==> src/rtl/mask_bbox_pkg.sv <==
// Shared widths, accumulator record and FSM encoding for the mask bounding-box tracker.
package mask_bbox_pkg;

  localparam int BBOX_XW = 11;
  localparam int BBOX_YW = 11;
  localparam int BBOX_CW = 21;

  typedef struct packed {
    logic [BBOX_XW-1:0] x_min;
    logic [BBOX_XW-1:0] x_max;
    logic [BBOX_YW-1:0] y_min;
    logic [BBOX_YW-1:0] y_max;
    logic [BBOX_CW-1:0] cnt;
  } bbox_t;

  typedef enum logic [0:0] {
    WAIT_SYNC = 1'b0,
    ACTIVE    = 1'b1
  } fsm_e;

  // min fields start at all-ones so the first mask pixel always wins the compare
  localparam bbox_t BBOX_INIT = '{x_min: '1, x_max: '0, y_min: '1, y_max: '0, cnt: '0};

endpackage

==> src/rtl/mask_bbox_pix_coord_gen.sv <==
// Pixel coordinate generator: de/vs edge detection, saturating x/y counters, vs-rise strobe.
module pix_coord_gen #(
  parameter int XW = 11,
  parameter int YW = 11
) (
  input  logic          clk,
  input  logic          rst,
  input  logic          in_de_i,
  input  logic          in_vs_i,
  output logic [XW-1:0] x_o,
  output logic [YW-1:0] y_o,
  output logic          vs_rise_o
);

  logic          de_q, vs_q;
  logic [XW-1:0] x_q, x_d;
  logic [YW-1:0] y_q, y_d;
  logic          de_fall;

  assign vs_rise_o = in_vs_i & ~vs_q;
  assign de_fall   = ~in_de_i & de_q;
  assign x_o       = x_q;
  assign y_o       = y_q;

  always_comb begin
    x_d = x_q;
    if (in_de_i) begin
      if (x_q != '1) x_d = x_q + 1'b1;
    end else if (de_fall) begin
      x_d = '0;
    end

    y_d = y_q;
    if (vs_rise_o) begin
      y_d = '0;
    end else if (de_fall && (y_q != '1)) begin
      y_d = y_q + 1'b1;
    end
  end

  always_ff @(posedge clk or posedge rst) begin
    if (rst) begin
      de_q <= 1'b0;
      vs_q <= 1'b0;
      x_q  <= '0;
      y_q  <= '0;
    end else begin
      de_q <= in_de_i;
      vs_q <= in_vs_i;
      x_q  <= x_d;
      y_q  <= y_d;
    end
  end

endmodule

==> src/rtl/mask_bbox.sv <==
// Per-frame bounding box / pixel count of a 1-bit mask, latched at each vsync rise.
// Optional MASK_BBOX_SUM_EN adds latched x/y coordinate sums for centroid computation.
// XW/YW/CW must match the package widths since accumulators use bbox_t.
//   state     | meaning
//   WAIT_SYNC | after reset, discarding the partial frame until the first vs rise
//   ACTIVE    | accumulating; each vs rise reports the closing frame
module mask_bbox
  import mask_bbox_pkg::*;
#(
  parameter int XW         = BBOX_XW,
  parameter int YW         = BBOX_YW,
  parameter int CW         = BBOX_CW,
  parameter int MIN_PIXELS = 16
) (
  input  logic          clk,
  input  logic          rst,
  input  logic          in_data,
  input  logic          in_de,
  input  logic          in_hs,
  input  logic          in_vs,
  output logic [XW-1:0] box_x_min,
  output logic [XW-1:0] box_x_max,
  output logic [YW-1:0] box_y_min,
  output logic [YW-1:0] box_y_max,
  output logic [CW-1:0] pix_cnt,
  output logic          obj_found,
`ifdef MASK_BBOX_SUM_EN
  output logic [XW+CW-1:0] sum_x,
  output logic [YW+CW-1:0] sum_y,
`endif
  output logic          frame_valid
);

  logic [XW-1:0] x;
  logic [YW-1:0] y;
  logic          vs_rise;
  logic          hit;
  logic          unused_hs;

  fsm_e  state_q, state_d;
  bbox_t acc_q, acc_d, out_q, out_d;
  logic  obj_q, obj_d, fv_q, fv_d;

  assign unused_hs = in_hs;
  assign hit       = in_de & in_data;

  pix_coord_gen #(.XW(XW), .YW(YW)) u_coord (
    .clk       (clk),
    .rst       (rst),
    .in_de_i   (in_de),
    .in_vs_i   (in_vs),
    .x_o       (x),
    .y_o       (y),
    .vs_rise_o (vs_rise)
  );

  always_comb begin
    state_d = state_q;
    acc_d   = acc_q;
    out_d   = out_q;
    obj_d   = obj_q;
    fv_d    = 1'b0;
    if (vs_rise) begin
      // a pixel coinciding with vs rise belongs to neither frame
      acc_d   = BBOX_INIT;
      state_d = ACTIVE;
      if (state_q == ACTIVE) begin
        fv_d  = 1'b1;
        out_d = '0;
        if (acc_q.cnt != '0) out_d = acc_q;
        obj_d = (acc_q.cnt >= CW'(MIN_PIXELS));
      end
    end else if ((state_q == ACTIVE) && hit) begin
      if (x < acc_q.x_min) acc_d.x_min = x;
      if (x > acc_q.x_max) acc_d.x_max = x;
      if (y < acc_q.y_min) acc_d.y_min = y;
      if (y > acc_q.y_max) acc_d.y_max = y;
      if (acc_q.cnt != '1) acc_d.cnt = acc_q.cnt + 1'b1;
    end
  end

  always_ff @(posedge clk or posedge rst) begin
    if (rst) begin
      state_q <= WAIT_SYNC;
      acc_q   <= BBOX_INIT;
      out_q   <= '0;
      obj_q   <= 1'b0;
      fv_q    <= 1'b0;
    end else begin
      state_q <= state_d;
      acc_q   <= acc_d;
      out_q   <= out_d;
      obj_q   <= obj_d;
      fv_q    <= fv_d;
    end
  end

  assign box_x_min   = out_q.x_min;
  assign box_x_max   = out_q.x_max;
  assign box_y_min   = out_q.y_min;
  assign box_y_max   = out_q.y_max;
  assign pix_cnt     = out_q.cnt;
  assign obj_found   = obj_q;
  assign frame_valid = fv_q;

`ifdef MASK_BBOX_SUM_EN
  logic [XW+CW-1:0] sx_acc_q, sx_acc_d, sx_out_q, sx_out_d;
  logic [YW+CW-1:0] sy_acc_q, sy_acc_d, sy_out_q, sy_out_d;
  logic [XW+CW:0]   sx_add;
  logic [YW+CW:0]   sy_add;

  assign sx_add = {1'b0, sx_acc_q} + (XW+CW+1)'(x);
  assign sy_add = {1'b0, sy_acc_q} + (YW+CW+1)'(y);

  always_comb begin
    sx_acc_d = sx_acc_q;
    sy_acc_d = sy_acc_q;
    sx_out_d = sx_out_q;
    sy_out_d = sy_out_q;
    if (vs_rise) begin
      sx_acc_d = '0;
      sy_acc_d = '0;
      if (state_q == ACTIVE) begin
        sx_out_d = (acc_q.cnt != '0) ? sx_acc_q : '0;
        sy_out_d = (acc_q.cnt != '0) ? sy_acc_q : '0;
      end
    end else if ((state_q == ACTIVE) && hit) begin
      sx_acc_d = sx_add[XW+CW] ? '1 : sx_add[XW+CW-1:0];
      sy_acc_d = sy_add[YW+CW] ? '1 : sy_add[YW+CW-1:0];
    end
  end

  always_ff @(posedge clk or posedge rst) begin
    if (rst) begin
      sx_acc_q <= '0;
      sy_acc_q <= '0;
      sx_out_q <= '0;
      sy_out_q <= '0;
    end else begin
      sx_acc_q <= sx_acc_d;
      sy_acc_q <= sy_acc_d;
      sx_out_q <= sx_out_d;
      sy_out_q <= sy_out_d;
    end
  end

  assign sum_x = sx_out_q;
  assign sum_y = sy_out_q;
`endif

endmodule

==> config.mk <==
export PLATFORM = sky130hd
export DESIGN_NAME = mask_bbox
export DESIGN_NICKNAME = d
export VERILOG_FILES = /design/src/rtl/mask_bbox_pkg.sv /design/src/rtl/mask_bbox_pix_coord_gen.sv /design/src/rtl/mask_bbox.sv
export SDC_FILE = /design/constraint.sdc
export NUM_CORES = 1
export LEC_CHECK = 0
export CAP_MARGIN = 40
export CORE_AREA = 2 2 102 203
export CTS_BUF_LIST = sky130_fd_sc_hd__clkbuf_8
export DETAILED_ROUTE_END_ITERATION = 10
export DIE_AREA = 0 0 104 205
export PLACE_DENSITY = 0.62
export SYNTH_ARGS = -nofsm -noshare
export SYNTH_HDL_FRONTEND = slang
export SYNTH_SLANG_ARGS = --single-unit
==> constraint.sdc <==
create_clock -name clk -period 11.8 [get_ports clk]
set_input_delay 2.36 -clock clk [delete_from_list [all_inputs] [get_ports clk]]
set_output_delay 2.36 -clock clk [all_outputs]
set_load 0.01 [all_outputs]
==> out/metrics.yaml <==
outcome:
  status: "complete, no violations"
critical_path:
  critPathKind: "input pin to flop"
  cpLargestDelayFamily: "buffers and inverters"
  worstPathArrival_ps: 5030
  reg2reg_slack_ps: 9130
  cp_max_fo: 40
  timing.rr.start: "u_coord.x_o[6]"
  crit_required_ps: 12220
  r2r_end: "acc_q[53]"
  worst_path_max_delay_cell: "and2b_2"
  cp-start-kind: "input pin"
  worstPathCellList: "clkdlybuf4s50_1 -> and2b_2 -> nand2_2 -> a31oi_4 -> buf_4 -> a22o_1"
  crit_buf_inv: 2
  crit_path_end_kind: "flop"
  max_stage_delay_ps: 710
  reg2reg_depth: 7
min_path:
  worstHoldStart: "u_coord.de_q"
  hold_path_class: "flop to flop"
  min_path_cells: 1
  min_to: "u_coord.x_o[10]"
yosys:
  synth_area_leaders: "dfrtp_1, dfstp_2, ha_1, a22o_1, o211ai_1"
  synth_top_area_frac: 0.4316
  async_flop_share: 1.000
  netlist.top_cell.by_area: "dfrtp_1"
  synth.distinct_cells: 61
  synth_mux_area_frac: 0.03964
  yosys.area_share.simple: 0.1236
  synth_xor_area_frac: 0.03021
  syn_area_per_cell_sq_um: 10.65
  yosysWarnings: 0
  synth-seq-area-share: 0.5054
  syn_inst: 735
  synthFlopType: "dfrtp_1"
  ys_seq_elements: 157
  synth_edf_count: 0
  netlist_area_sq_um: 7828
  synth-compound-area-share: 0.1750
  yosysMostFrequentCell: "dfrtp_1"
  synth_nets: 787
  synthAdderAreaFrac: 0.07353
  synth_top_family_by_area: "compound AO/OA/AOI/OAI gates"
  synth_common_cells: "dfrtp_1, inv_1, nand2_1"
detailed_routing:
  ant_nets: 0
  viasPerCell: 5.417
  avgRoutedWirePerCell_um: 16.83
  drtIter0Drc: 198
  drc: 0
  routed_wl_um: 17940
  first_pass_iters: 4
  vias: 5774
final_layout:
  n_antenna_cell: 0
  multi_input_area_sq_um: 3477
  instances_no_fill: 1066
  regArea_sq_um: 3956
  design_area_sq_um: 9203
  num-fill-cells: 1895
  drive_above_1_share: 0.1219
  nNetsFinal: 843
  area_growth_pct: 17.57
  fin_util: 0.4665
clock_network:
  htreeDepth: 4
  cts_buffers: 17
  insertion_delay_ps: 470
  clkTransAtPathRegs_ps: 90
  tritoncts: "built"
  cts_setup_buffers: 0
  cts_resized: 0
  cts_root_buffer: "clkbuf_8"
  cts_buffer_depth: 2
  cts_hold_buf: 0
  clock_sinks: 157
placement:
  dp_slack_ps: 6650
  port_buffers: 71
  placedCellCount: 1034
  placed_cell_area_sq_um: 8795
  hpwl_um: 12530
  place.gp.congestion: 0.8828
sta:
  fin_ws_ps: 7187
  max_freq_mhz: 216.8
  fin_crit_ps: 4613
  relSlewSlack: 0.3769
  max_slew.worst_pin.slew_ps: 934.6
  drv_slew: 0
  fin_skew_ps: 10.92
  rsz0062_at_grt: "false"
  setup_viol_count_final: 0
  fin_setup_tns_ps: 0
  fin_crit_sh: 0.3909
  hold_viol_final: 0
  holdWs_ps: 485.9
floorplan:
  dieArea_sq_um: 21320
  die_x_um: 104
  coreArea_sq_um: 19730
  chipHeight_um: 205
  io_pins: 73
  start_util: 0.3968
  rows: 73
grt:
  grt_max_degree: 72
  grt_pass1_wl_um: 29970
  grt_use_total: 0.1782
  overflow: 0
  grt_pass1_vias: 5880
  antenna_found_initial: 0
power_and_ir_drop:
  design_power_total_mw: 1.305
  p_leak_nw: 4.034
  peakVddDrop_v: 0.00007908
  p_per_area_nw_per_um2: 141.8
job:
  drv_cap: 0
[how the worst max path moves through the flow]
stage | cells past startpoint | from | slack (ps) | end
global placement | 6 | in_vs | 6700 | box_x_max[2]
floorplan | 1 | rst | 5240 | acc_q[0]
detailed placement | 6 | in_vs | 6650 | pix_cnt[1]
CTS | 6 | in_vs | 7160 | box_x_max[2]
global route | 6 | in_vs | 7030 | box_x_min[8]
finish | 6 | in_vs | 7190 | box_x_max[3]
[worst register-to-register path, stage by stage (launching register included)]
cell,delay [ps]
dfrtp_1,510
ha_1,350
nand2_1,80
o21ai_0,160
or3b_2,460
a21oi_1,540
buf_4,310
mux2i_1,200
[layer usage]
| metal | wire (um) | vias to the layer above | GRT usage | share of wire |
|---|---|---|---|---|
| met3 | 578 | 31 | 0.04263 | 0.032 |
| li1 | - | 2769 | - | - |
| met5 | 0 | - | 0 | 0 |
| met2 | 9913 | 102 | 0.3334 | 0.55 |
| met1 | 6982 | 2872 | 0.1873 | 0.39 |
| met4 | 469 | 0 | 0.07963 | 0.026 |
[where the power goes]
| part | leakage [nW] | internal, mW | switching [mW] |
|---|---|---|---|
| Clock | 0.198 | 0.197 | 0.218 |
| Sequential | 2.08 | 0.594 | 0.0449 |
| Combinational | 1.76 | 0.121 | 0.130 |
[state kept, by name, indices dropped and copies added, names as in the netlist, 11 cells and up]
name         cells
box_y_min       11
box_y_max       11
box_x_max       11
u_coord.x_o     11
box_x_min       11
acc_q           65
u_coord.y_o     11
pix_cnt         21
[cells in the final DEF (no fill, tap or decap), types with 3 or more instances in the layout]
cell type / count
dfrtp_1: 135
clkdlybuf4s50_1: 71
inv_1: 55
nand2_1: 52
o211ai_1: 48
a22o_1: 46
ha_1: 46
nor2_1: 44
a21oi_1: 33
nand3_1: 27
o21ai_0: 25
dfstp_2: 22
xnor2_1: 21
clkbuf_8: 18
mux2_2: 16
nand4_1: 14
mux2i_1: 13
nor3_1: 11
nor4_1: 9
buf_4: 7
xor2_1: 6
a31oi_1: 5
and3_1: 4
a41o_1: 4
nand2b_1: 4
o21a_1: 4
inv_6: 4
clkinv_4: 4
a211oi_1: 3
a21o_1: 3
a2111oi_1: 3
clkinvlp_4: 3
[cell families (layout without fill, tap and decap cells)]
logic type               after synthesis  in the layout
XOR/XNOR                              27             27
multiplexers                          29             29
adder cells (fa/ha/maj)               46             46
AO/OA/AOI/OAI                        188            188
AND/OR/NAND/NOR                      189            189
buffers and inverters                 99            168
flip-flops                           157            157
[final cells by class]
type,count,area share
Multi-Input combinational cell,479,0.3778
Sequential cell,157,0.4299
Inverter,56,0.02339
Clock inverter,14,0.01740
Tap cell,262,0.03562
Clock buffer,18,0.02692
Timing Repair Buffer,80,0.08892
No activity file was read; power rests on OpenSTA's default activity.
==> variant, RTL diff (same settings) <==
Take the reset off `x_q` and load it in a clocked block of its own.
--- a/src/rtl/mask_bbox_pix_coord_gen.sv
+++ b/src/rtl/mask_bbox_pix_coord_gen.sv
@@ -42,15 +42,17 @@
     if (rst) begin
       de_q <= 1'b0;
       vs_q <= 1'b0;
-      x_q  <= '0;
       y_q  <= '0;
     end else begin
       de_q <= in_de_i;
       vs_q <= in_vs_i;
-      x_q  <= x_d;
       y_q  <= y_d;
     end
   end
 
+  always_ff @(posedge clk) begin
+    x_q <= x_d;
+  end
+
 endmodule
 
Function: changed (a bounded check fails within 4 cycles, from zero or initial values and one cycle with rst high).
==> variant against the unedited design <==
Clock power is 7.7% higher. Combinational power is 11% higher. Setup slack better by 0.053 ns. Fmax is 1.2% higher. Synthesized area is 0.13% higher. Utilization is 0.26 points higher. Sequential cell count stayed put. Power is 5.8% higher. Synthesized cell count is 0.68% lower. Final area is 0.56% higher. Clock skew is 0.0066 ns higher. Routed wire length is 0.33% higher. Critical endpoint is now box_y_max[0]$_DFFE_PP0P_. Largest cell class unchanged. Largest power group unchanged. Highest routed layer unchanged.
==> variant: results (changes against the unedited design) <==
- Post-cts resize count: 0 (unchanged)
- Status: finished, final reports clean
- DR iter-0 viols: 180 (-9.1%)
- Placed Area: 8811 um^2 (+0.18%)
- Commonest cells post-synth: dfrtp_1, inv_1, o211ai_1
- Leak: 4.052 nW (+0.45%)
- Fillers: 1894 (-0.053%)
- Clock skew: 0.01751 ns (+0.006587 ns)
- Avg WL per Cell: 17.02 um (+1.1%)
- Gr usage total: 17.78% (-0.038 points)
- CP Max Fanout: 54 (+35%)
- Worst slew pin tran: 0.9157 ns (-0.01886 ns)
- Critical path arrival: 4.94 ns (-0.09 ns)
- Initial antenna violation count: 1 (+1)
- Max reg flops: 65 (unchanged)
- Vias in the first global route: 5898 (+0.31%)
- Vias per cell: 5.496 (+1.5%)
- Post-synth EDFFs: 11 (+11)
- Asr flop ratio synth: 92.99% (-7.0 points)
- Skew-Pair Late Insertion Delay: 0.45 ns (-0.02 ns)
- Syn nets: 782 (-0.64%)
- Pre-CTS WS: 6.724 ns (+0.07445 ns)
- Int Power: 0.0009861 W (+8.1%)
- First-pass GRT wire length: 30300 um (+1.1%)
- Sequential share of the synthesized area: 51.18% (+0.64 points)
- Final period util: 38.64% (-0.45 points)
- Synth unique cells: 52 (-15%)
- Maximum vdd drop: 0.07704 mV (-2.6%)
- GP Congestion: 0.8465 (-4.1%)
- WHS: 0.4821 ns (-0.003780 ns)
- Final HPWL DP: 12660 um (+1.0%)
- Share of cells above drive strength 1: 11.57% (-0.62 points)
- Nets@finish: 834 (-1.1%)
- Reg2Reg Setup Slack: 9.22 ns (+0.09 ns)
variant: cell types whose count changed after synthesis, sizes merged, moves of 7 or more:
cell / delta
a21oi: +11
and2: +9
dfrtp: -11
edfxtp: +11
mux2i: -12
nand2: -27
nand3: +13
nor3: -10
o21ai: +7
variant: worst max-delay path, stage by stage:
cell	delay, ns
clkdlybuf4s50_1	0.51
nor2b_4	0.15
buf_4	0.51
nand2_2	0.15
a31oi_4	0.62
buf_4	0.43
a22o_1	0.19
variant: power by group through the flow:
stage	clock network (W)	logic [W]	registers [W]
floorplan	0	0.000162	0.000662
global placement	0	0.000270	0.000667
detailed placement	0	0.000280	0.000667
CTS	0.000463	0.000281	0.000657
global route	0.000486	0.000308	0.000665
finish	0.000448	0.000277	0.000656
variant: routing by layer:
| metal | share of wire (%) | GRT usage (%) |
|---|---|---|
| met1 | 39 | 19.53 |
| met2 | 56 | 33.67 |
| met3 | 2.3 | 2.673 |
| met4 | 2.7 | 7.529 |
| met5 | 0 | 0 |
variant: layout make-up:
cell class	count	area, um^2	share of cell area, %
diodes	1	2.502	0.02704
clock buffers	17	234.0	2.528
clock inverters	15	206.4	2.231
inverters	53	203.9	2.204
multi-input cells	472	3472	37.52
flip-flops and latches	157	4011	43.35
well taps	262	327.8	3.542
repair buffers	81	795.8	8.599
variant: path summary, 6_finish.rpt:
path,start,cells after the start,to
hold / removal,obj_found$_DFFE_PP0P_,2,obj_found$_DFFE_PP0P_
setup reg to reg,u_coord.x_o[2]$_SDFFCE_PN0P_,6,acc_q[62]$_DFFE_PP1P_
max in group asynchronous,rst,4,box_x_min[4]$_DFFE_PP0P_
hold reg to reg,obj_found$_DFFE_PP0P_,2,obj_found$_DFFE_PP0P_
setup / recovery,in_vs,7,box_y_max[0]$_DFFE_PP0P_
min in group asynchronous,rst,2,box_y_min[0]$_DFFE_PP0P_
variant: logic make-up after synthesis:
group / count (synthesis) / synth area share (%)
buffers and inverters: 101 / 5.013
xor gates and xnor gates: 32 / 3.576
DFF: 157 / 51.18
adders and majority gates: 46 / 7.344
and+or+nand+nor: 173 / 11.91
muxes: 17 / 2.427
AOI/OAI and AO/OA: 204 / 18.55
variant: metrics by stage:
step | power [W] | instances
floorplan | 0.0008239 | 730
detailed placement | 0.0009474 | 1025
CTS | 0.001401 | 1057
global route | 0.001458 | 1058
global placement | 0.0009370 | 1022
finish | 0.001381 | 1058
